`src/rtl/aclk_pkg.sv`:
```
// Shared types and BCD limits for the alarm-clock datapath.
package aclk_pkg;

   typedef struct packed {
      logic [3:0] ms_hr;
      logic [3:0] ls_hr;
      logic [3:0] ms_min;
      logic [3:0] ls_min;
   } bcd_time_t;

   localparam int         HOUR_MAX       = 23;
   localparam int         MIN_MAX        = 59;
   localparam logic [3:0] MAX_MS_HR      = 4'd2;
   localparam logic [3:0] MAX_LS_HR_AT_2 = 4'd3;
   localparam logic [3:0] MAX_MS_MIN     = 4'd5;
   localparam logic [3:0] MAX_BCD_DIGIT  = 4'd9;

   function automatic logic bcd_time_valid(input bcd_time_t t);
      logic v;
      v = (t.ms_hr <= MAX_MS_HR) && (t.ls_hr <= MAX_BCD_DIGIT) &&
          (t.ms_min <= MAX_MS_MIN) && (t.ls_min <= MAX_BCD_DIGIT);
      if ((t.ms_hr == MAX_MS_HR) && (t.ls_hr > MAX_LS_HR_AT_2)) begin
         v = 1'b0;
      end else begin
         v = v;
      end
      return v;
   endfunction

endpackage

```
`src/rtl/aclk_bcd_add_min.sv`:
```
// Combinational BCD time + constant minutes, wrapping 59->00 (carry) and 23->00.
module aclk_bcd_add_min
   import aclk_pkg::*;
#(
   parameter int ADD_MIN = 5
)(
   input  bcd_time_t i_time,
   output bcd_time_t o_time
);

   logic [6:0] w_min_sum;
   logic [6:0] w_min;
   logic       w_carry;
   logic [4:0] w_hr_sum;
   logic [4:0] w_hr;

   always_comb begin
      w_min_sum = 7'(i_time.ms_min) * 7'd10 + 7'(i_time.ls_min) + 7'(ADD_MIN);
      if (w_min_sum > 7'(MIN_MAX)) begin
         w_min   = w_min_sum - 7'd60;
         w_carry = 1'b1;
      end else begin
         w_min   = w_min_sum;
         w_carry = 1'b0;
      end
      w_hr_sum = 5'(i_time.ms_hr) * 5'd10 + 5'(i_time.ls_hr) + {4'd0, w_carry};
      if (w_hr_sum > 5'(HOUR_MAX)) begin
         w_hr = 5'd0;
      end else begin
         w_hr = w_hr_sum;
      end
      o_time.ms_hr  = 4'(w_hr / 5'd10);
      o_time.ls_hr  = 4'(w_hr % 5'd10);
      o_time.ms_min = 4'(w_min / 7'd10);
      o_time.ls_min = 4'(w_min % 7'd10);
   end

endmodule

```
`src/rtl/aclk_alarm_bank.sv`:
```
// Multi-slot BCD alarm bank with validated edge-triggered loads, registered readback and ring flags.
// Snooze support is compiled in with `define ACLK_SNOOZE_EN.
module aclk_alarm_bank
   import aclk_pkg::*;
#(
   parameter int NUM_ALARMS = 4,
   parameter int SNOOZE_MIN = 5,
   parameter int IDX_W      = (NUM_ALARMS > 1) ? $clog2(NUM_ALARMS) : 1
)(
   input  logic                  clk,
   input  logic                  reset,
   input  logic                  load_new_a,
   input  logic [IDX_W-1:0]      load_idx,
   input  logic                  new_alarm_en,
   input  logic [3:0]            new_alarm_ms_hr,
   input  logic [3:0]            new_alarm_ls_hr,
   input  logic [3:0]            new_alarm_ms_min,
   input  logic [3:0]            new_alarm_ls_min,
   input  logic [3:0]            cur_ms_hr,
   input  logic [3:0]            cur_ls_hr,
   input  logic [3:0]            cur_ms_min,
   input  logic [3:0]            cur_ls_min,
   input  logic                  time_tick,
   input  logic                  stop_alarm,
`ifdef ACLK_SNOOZE_EN
   input  logic                  snooze,
`endif
   input  logic [IDX_W-1:0]      rd_idx,
   output logic [3:0]            alarm_time_ms_hr,
   output logic [3:0]            alarm_time_ls_hr,
   output logic [3:0]            alarm_time_ms_min,
   output logic [3:0]            alarm_time_ls_min,
   output logic                  alarm_en_rd,
   output logic                  load_ack,
   output logic                  load_err,
   output logic [NUM_ALARMS-1:0] ring,
   output logic                  alarm_any
);

   localparam logic [IDX_W:0] NUM_W = NUM_ALARMS[IDX_W:0];

   if (NUM_ALARMS < 1 || NUM_ALARMS > 16 || SNOOZE_MIN < 1 || SNOOZE_MIN > 59) begin : g_param_check
      $error("aclk_alarm_bank: parameter out of range");
   end

   bcd_time_t             r_time [NUM_ALARMS];
   logic [NUM_ALARMS-1:0] r_en;
   logic [NUM_ALARMS-1:0] r_ring;
   logic                  r_alarm_any;
   logic                  r_load_prev;
   logic                  r_load_ack;
   logic                  r_load_err;
   bcd_time_t             r_rd_time;
   logic                  r_rd_en;

   bcd_time_t             w_cur;
   bcd_time_t             w_new;
   logic                  w_load_pulse;
   logic                  w_load_ok;
   logic [NUM_ALARMS-1:0] w_wr;
   logic [NUM_ALARMS-1:0] w_match;
   logic [NUM_ALARMS-1:0] w_ring_nxt;

   assign w_cur        = '{ms_hr: cur_ms_hr, ls_hr: cur_ls_hr, ms_min: cur_ms_min, ls_min: cur_ls_min};
   assign w_new        = '{ms_hr: new_alarm_ms_hr, ls_hr: new_alarm_ls_hr,
                           ms_min: new_alarm_ms_min, ls_min: new_alarm_ls_min};
   assign w_load_pulse = load_new_a & ~r_load_prev;
   assign w_load_ok    = bcd_time_valid(w_new) && ({1'b0, load_idx} < NUM_W);

`ifdef ACLK_SNOOZE_EN
   bcd_time_t             r_snz_time [NUM_ALARMS];
   logic [NUM_ALARMS-1:0] r_snz_arm;
   bcd_time_t             w_snz_sum  [NUM_ALARMS];
   logic [NUM_ALARMS-1:0] w_snz_hit;

   for (genvar g = 0; g < NUM_ALARMS; g++) begin : g_snz_add
      aclk_bcd_add_min #(.ADD_MIN(SNOOZE_MIN)) u_add (
         .i_time (w_cur),
         .o_time (w_snz_sum[g])
      );
   end
`endif

   // Per-slot write strobes, matches and the prioritised next ring state
   always_comb begin
      w_wr       = '0;
      w_match    = '0;
      w_ring_nxt = r_ring;
`ifdef ACLK_SNOOZE_EN
      w_snz_hit  = '0;
`endif
      for (int i = 0; i < NUM_ALARMS; i++) begin
         w_wr[i]    = w_load_pulse & w_load_ok & (load_idx == IDX_W'(i));
         w_match[i] = time_tick & r_en[i] & (r_time[i] == w_cur);
`ifdef ACLK_SNOOZE_EN
         w_snz_hit[i] = time_tick & r_en[i] & r_snz_arm[i] & (r_snz_time[i] == w_cur);
         if (w_wr[i] | stop_alarm | snooze) begin
            w_ring_nxt[i] = 1'b0;
         end else if (w_match[i] | w_snz_hit[i]) begin
            w_ring_nxt[i] = 1'b1;
         end else begin
            w_ring_nxt[i] = r_ring[i];
         end
`else
         if (w_wr[i] | stop_alarm) begin
            w_ring_nxt[i] = 1'b0;
         end else if (w_match[i]) begin
            w_ring_nxt[i] = 1'b1;
         end else begin
            w_ring_nxt[i] = r_ring[i];
         end
`endif
      end
   end

   // Slot storage, load handshake and ring flags
   always_ff @(posedge clk or posedge reset) begin
      if (reset) begin
         r_load_prev <= 1'b0;
         r_load_ack  <= 1'b0;
         r_load_err  <= 1'b0;
         r_ring      <= '0;
         r_alarm_any <= 1'b0;
         r_en        <= '0;
         for (int i = 0; i < NUM_ALARMS; i++) begin
            r_time[i] <= '0;
         end
      end else begin
         r_load_prev <= load_new_a;
         r_load_ack  <= w_load_pulse & w_load_ok;
         r_load_err  <= w_load_pulse & ~w_load_ok;
         r_ring      <= w_ring_nxt;
         r_alarm_any <= |w_ring_nxt;
         for (int i = 0; i < NUM_ALARMS; i++) begin
            if (w_wr[i]) begin
               r_time[i] <= w_new;
               r_en[i]   <= new_alarm_en;
            end
         end
      end
   end

`ifdef ACLK_SNOOZE_EN
   // Snooze arming: a ringing slot snoozed now re-rings at now + SNOOZE_MIN
   always_ff @(posedge clk or posedge reset) begin
      if (reset) begin
         r_snz_arm <= '0;
         for (int i = 0; i < NUM_ALARMS; i++) begin
            r_snz_time[i] <= '0;
         end
      end else begin
         for (int i = 0; i < NUM_ALARMS; i++) begin
            if (w_wr[i] | stop_alarm) begin
               r_snz_arm[i] <= 1'b0;
            end else if (snooze) begin
               if (r_ring[i]) begin
                  r_snz_arm[i]  <= 1'b1;
                  r_snz_time[i] <= w_snz_sum[i];
               end
            end else if (w_snz_hit[i]) begin
               r_snz_arm[i] <= 1'b0;
            end
         end
      end
   end
`endif

   // Registered readback; out-of-range slots read as zero
   always_ff @(posedge clk or posedge reset) begin
      if (reset) begin
         r_rd_time <= '0;
         r_rd_en   <= 1'b0;
      end else if ({1'b0, rd_idx} < NUM_W) begin
         r_rd_time <= r_time[rd_idx];
         r_rd_en   <= r_en[rd_idx];
      end else begin
         r_rd_time <= '0;
         r_rd_en   <= 1'b0;
      end
   end

   assign alarm_time_ms_hr  = r_rd_time.ms_hr;
   assign alarm_time_ls_hr  = r_rd_time.ls_hr;
   assign alarm_time_ms_min = r_rd_time.ms_min;
   assign alarm_time_ls_min = r_rd_time.ls_min;
   assign alarm_en_rd       = r_rd_en;
   assign load_ack          = r_load_ack;
   assign load_err          = r_load_err;
   assign ring              = r_ring;
   assign alarm_any         = r_alarm_any;

endmodule
```
`config.mk`:
```
export PLATFORM = sky130hd
export DESIGN_NAME = aclk_alarm_bank
export DESIGN_NICKNAME = d
export VERILOG_FILES = /design/src/rtl/aclk_pkg.sv /design/src/rtl/aclk_bcd_add_min.sv /design/src/rtl/aclk_alarm_bank.sv
export SDC_FILE = /design/constraint.sdc
export NUM_CORES = 1
export LEC_CHECK = 0
export ABC_AREA = 1
export BUFFER_PORTS_ARGS = -buffer_cell sky130_fd_sc_hd__buf_2
export CAP_MARGIN = 30
export CELL_PAD_IN_SITES_DETAIL_PLACEMENT = 2
export CELL_PAD_IN_SITES_GLOBAL_PLACEMENT = 2
export CORE_MARGIN = 10
export CORE_UTILIZATION = 33
export DETAILED_ROUTE_END_ITERATION = 7
export PLACE_DENSITY_LB_ADDON = 0.1
export SYNTH_ARGS = -nofsm -noshare
export SYNTH_HDL_FRONTEND = slang
export SYNTH_SLANG_ARGS = --single-unit
```
`constraint.sdc`:
```
create_clock -name clk -period 4.05 [get_ports clk]
set_clock_uncertainty 0.1 [all_clocks]
set_input_delay 0.81 -clock clk [delete_from_list [all_inputs] [get_ports clk]]
set_output_delay 0.81 -clock clk [all_outputs]
set_load 0.1 [all_outputs]
```
# Word level (Yosys, flattened, before mapping)
# Cells that the tools add are included.
# word_totals
reg_bits,93
latch_bits,0
mem_bits_rw,0
rom_bits,0
input_bits,42
out_inout_bits,24
wordCells,87
memories,0
# classes
n_addsub,0
mul,0
div_mod_pow,0
order_cmp,7
eq_ne,8
shift,0
n_mux,14
bitwise,22
reduce_logical,6
# op_table
op,count
$eq A16 B16 Y1,4
$bmux W16 S2,1
$mux W16,2
$and A1 B1 Y1,15
$mux W1,10
$le A4 B4 Y1 const B,2
$eq A2 B2 Y1 const B,2
$eq A4 B2 Y1 const B,1
$gt A4 B2 Y1 const B,1
$le A4 B2 Y1 const B,1
$le A4 B3 Y1 const B,1
$logic_and A1 B1 Y1,4
$or A1 B1 Y1,4
$reduce_or A4 Y1,1
$ge A3 B3 Y1 const B,1
$lt A2 B3 Y1 const B,1
$not A2 Y3,1
$bmux W1 S2,1
$eq A2 B1 Y1 const B,1
$logic_not A2 Y1,1
$not A1 Y1,2

# Longest topological paths before layout
# logic_depth
depth_word,10
mapped_depth,12

# Worst setup path after synthesis
# OpenSTA, ideal clock, no wires.
# synth_path
path_type,input-to-reg
from,input new_alarm_ms_hr[2]
to,register r_time[16] in the netlist's numbering
arrival_ns,1.792
required_time_ns,3.831
setup_slack_ns,2.039
path_stages,9
cell_sequence,nor2_1 -> nand2_1 -> nor2_4 -> nand4_4 -> nor2_4 -> inv_4 -> buf_6 -> nand2_2 -> o21ai_2
# synth_between
elab_chain_cells,7
elab_cells_between_ends,9
# synth_rtl
item,line_no,source
"start, declared",aclk_alarm_bank.sv:15,"input logic [3:0] new_alarm_ms_hr,"
$le A4 B2 Y1,aclk_pkg.sv:20,v = (t.ms_hr <= MAX_MS_HR) && (t.ls_hr <= MAX_BCD_DIGIT) &&
$logic_and A1 B1 Y1 (2 in series),aclk_pkg.sv:20,
$logic_and A1 B1 Y1,aclk_pkg.sv:21,(t.ms_min <= MAX_MS_MIN) && (t.ls_min <= MAX_BCD_DIGIT);
$mux W1 *,aclk_pkg.sv:22,if ((t.ms_hr == MAX_MS_HR) && (t.ls_hr > MAX_LS_HR_AT_2)) begin
$and A1 B1 Y1 * (2 in series),aclk_alarm_bank.sv:93,w_wr[i] = w_load_pulse & w_load_ok & (load_idx == IDX_W'(i));
"end signal, assigned by index",aclk_alarm_bank.sv:136,r_time[i] <= w_new;
"end, declared",aclk_alarm_bank.sv:46,bcd_time_t r_time [NUM_ALARMS];
# Mark *: on every way between the ends. The rest lies on a longest branch, timed or not.
# A chain may end at the register's enable or synchronous reset.

# Worst setup path in the final report
# layout_path
from,input new_alarm_ls_hr[3]
to,register r_time[12] in the netlist's numbering
# layout_between
elab_chain_cells,7
elab_cells_between_ends,9
# layout_rtl
item,line_no,source
"start, declared",aclk_alarm_bank.sv:16,"input logic [3:0] new_alarm_ls_hr,"
$le A4 B4 Y1,aclk_pkg.sv:20,
$logic_and A1 B1 Y1 (2 in series),aclk_pkg.sv:20,
$logic_and A1 B1 Y1,aclk_pkg.sv:21,
$mux W1 *,aclk_pkg.sv:22,
$and A1 B1 Y1 * (2 in series),aclk_alarm_bank.sv:93,
# Marked as above.

==> impl_metrics.tcl <==
set metrics [dict create \
    rsz0062_at_grt "no" \
    port_buffers 65 \
    timing.critical_path.fanout_max 15 \
    critPathCaptureType "register" \
    cts.sinks 93 \
    cpPeakStageDelay_ns 0.50 \
    start_util 0.335 \
    die_w_um 141 \
    gr-usage-all-layers 0.179 \
    min_from "r_en[2]$_DFFE_PP0P_" \
    drc_errors 0 \
    htreeDepth 3 \
    post-cts-setup-buffers 0 \
    cts-buffers-inserted 9 \
    hold_depth 2 \
    slew_viol_final 0 \
    max-clock-path-buffers 2 \
    cp_slowest_cell "nor2_4" \
    place_hpwl_mm 12.8 \
    ios 66 \
    crit_top_cell "inv_2" \
    drtIter0Drc 153 \
    synth_cell_type_count 28 \
    cts-root-buf "clkbuf_16" \
    min_period_ns 2.39 \
    cts_tree "yes" \
    die_h_um 141 \
    dr_total_vias 4490 \
    leakage_nw 2.95 \
    vias_per_cell 4.97 \
    setup_viol 0 \
    worstPathCellList "buf_2, inv_2, nand3_1, nand2_2, nand4_4, nor2_4, inv_2, nand2_1, o21ai_1" \
    wl_mm 17.4 \
    drtAntennaViolNets 0 \
    finalHoldViolations 0 \
    clock_latency_ns 0.35 \
    cp.required_ns 4.17 \
    setup_tns_ns 0 \
    synth_seq_cells 93 \
    num-nets-final 757 \
    wire_per_inst_um 19.3 \
    syn_area_per_cell_um2 7.45 \
    syn-num-nets 693 \
    grt_pass1_vias 5253 \
    hold_end "r_en[2]$_DFFE_PP0P_" \
    grt-ovfl-total 0 \
    slew_headroom 0.412 \
    dp_slack_ns 1.31 \
    worstReg2RegEnd "r_time[12]$_DFFE_PP0P_" \
    coreArea_mm2 0.0145 \
    worst_slack_ns 1.66 \
    rows 44 \
    grt_pass1_wl_mm 28.4 \
    pwr_density_cell_mw_per_mm2 386 \
    clock.fmax_ghz 0.418 \
    yosysSeqAreaShare 0.480 \
    hold_ws_ns 0.423 \
    cts_hold_buf 0 \
    critPathKind "in -> reg" \
    die-area_mm2 0.0199 \
    critPathArrivalTime_ns 2.51 \
    reg2reg_depth 6 \
    min_path_type "reg -> reg" \
    final_cell_mix "nand2_1 (208), dfrtp_1 (93), inv_1 (76), nor2_1 (75), o21ai_0 (66)" \
    tightest_slew_ns 0.882 \
    gp_congestion 0.816 \
    synthCells 651 \
    cp-start-kind "input pin" \
    grt_max_degree 67 \
    vdd_drop_max_v 0.000171 \
    layout_commonest_cell "nand2_1" \
    syn-cell-area_mm2 0.00485 \
    r2r_setup_slack_ns 2.01 \
    fin_crit_sh 0.590 \
    cts.clk_slew.worst_paths_ns 0.06 \
    antenna_found_initial 0 \
    syn_to_final_growth_pct 16.0 \
    synth_warnings 0 \
    diodes 0 \
    drive_above_1_share 0.157 \
    postCtsResizedCells 0 \
    r2r-start "r_load_prev$_DFF_PP0_" \
    firstDrtPassIters 4 \
    status "complete, no violations" \
    drv_cap 0 \
]
==> registers in the layout, summed over array words and instances (netlist names) <==
name               cells
alarm_any              1
alarm_en_rd            1
alarm_time_ls_hr       4
alarm_time_ls_min      4
alarm_time_ms_hr       4
alarm_time_ms_min      4
load_ack               1
load_err               1
r_en                   4
r_load_prev            1
r_time                64
ring                   4
==> worst max-delay path by stage <==
stage	cells past startpoint	startpoint	slack, ns	to
CTS	9	new_alarm_ls_hr[3]	1.67	r_time[12]$_DFFE_PP0P_
finish	9	new_alarm_ls_hr[3]	1.66	r_time[12]$_DFFE_PP0P_
detailed placement	7	new_alarm_ls_min[1]	1.31	r_time[12]$_DFFE_PP0P_
global placement	7	new_alarm_ls_min[1]	1.40	r_time[11]$_DFFE_PP0P_
floorplan	1	reset	0.72	alarm_any$_DFF_PP0_
global route	9	new_alarm_ls_hr[3]	1.52	r_time[8]$_DFFE_PP0P_
==> critical path: cells and delay by family <==
kind / cells / cell delay, ns
AND/OR/NAND/NOR: 5 / 1.10
buffers and inverters: 3 / 0.51
AO/OA/AOI/OAI: 1 / 0.08
==> area by class of cell <==
cell class	instances	area (um^2)
clock buffer	13	250
sequential	93	2330
clock inverter	2	10.0
inverter	86	328
multi-input combinational	453	2080
fill	1712	8860
timing repair buffer	72	398
tap	184	230
==> stage by stage <==
step | area, um^2 | total power [mW] | std cells | util
2_1_floorplan | 4850 | 1.27 | 651 | -
3_3_place_gp | 5330 | 1.38 | 887 | 0.368
3_5_place_dp | 5360 | 1.40 | 888 | 0.370
4_1_cts | 5620 | 2.20 | 903 | 0.388
5_1_grt | 5620 | 2.27 | 903 | 0.388
6_report | 5620 | 2.17 | 903 | 0.388
==> where the power goes <==
group	internal, mW	switching [mW]
sequential	0.978	0.0350
clock	0.429	0.361
combinational	0.0908	0.274
total	1.50	0.670
==> metal layers <==
| layer | wire [um] | part of all wire | vias up | global-route usage |
|---|---|---|---|---|
| met5 | 0 | 0 | - | 0 |
| met4 | 255 | 0.015 | 0 | 0.0549 |
| met3 | 590 | 0.034 | 16 | 0.0279 |
| met2 | 8670 | 0.50 | 62 | 0.315 |
| met1 | 7890 | 0.45 | 2260 | 0.218 |
| li1 | - | - | 2152 | - |
==> cells by family after synthesis <==
logic type,share of synthesized area
AOI/OAI and AO/OA,0.148
buffers and inverters,0.0914
and+or+nand+nor,0.255
DFF,0.480
xor gates and xnor gates,0.0253
==> Yosys cell counts <==
| library cell | instances | share of area |
|---|---|---|
| nand2_1 | 208 | 0.16 |
| dfrtp_1 | 93 | 0.48 |
| inv_1 | 77 | 0.060 |
| nor2_1 | 75 | 0.058 |
| o21ai_0 | 66 | 0.068 |
| a21oi_1 | 30 | 0.031 |
| o21ai_1 | 20 | 0.021 |
| clkbuf_1 | 9 | 0.0070 |
| nand3_1 | 9 | 0.0093 |
| o21ai_2 | 9 | 0.016 |
| xor2_1 | 9 | 0.016 |
| inv_2 | 7 | 0.0054 |
| o22ai_1 | 7 | 0.0090 |
| buf_6 | 5 | 0.012 |
| xnor2_1 | 5 | 0.0090 |
| buf_2 | 4 | 0.0041 |
| nor2_4 | 4 | 0.0093 |
| nand2_2 | 3 | 0.0039 |
| a21boi_0 | 2 | 0.0031 |
| buf_4 | 1 | 0.0015 |
| clkinv_1 | 1 | 0.00077 |
| inv_4 | 1 | 0.0013 |
| nand4_1 | 1 | 0.0013 |
| nand4_4 | 1 | 0.0044 |
| nor2_2 | 1 | 0.0013 |
| nor2_8 | 1 | 0.0041 |
| nor3_1 | 1 | 0.0010 |
| or2_2 | 1 | 0.0013 |
(Power assumes the default switching activity.)
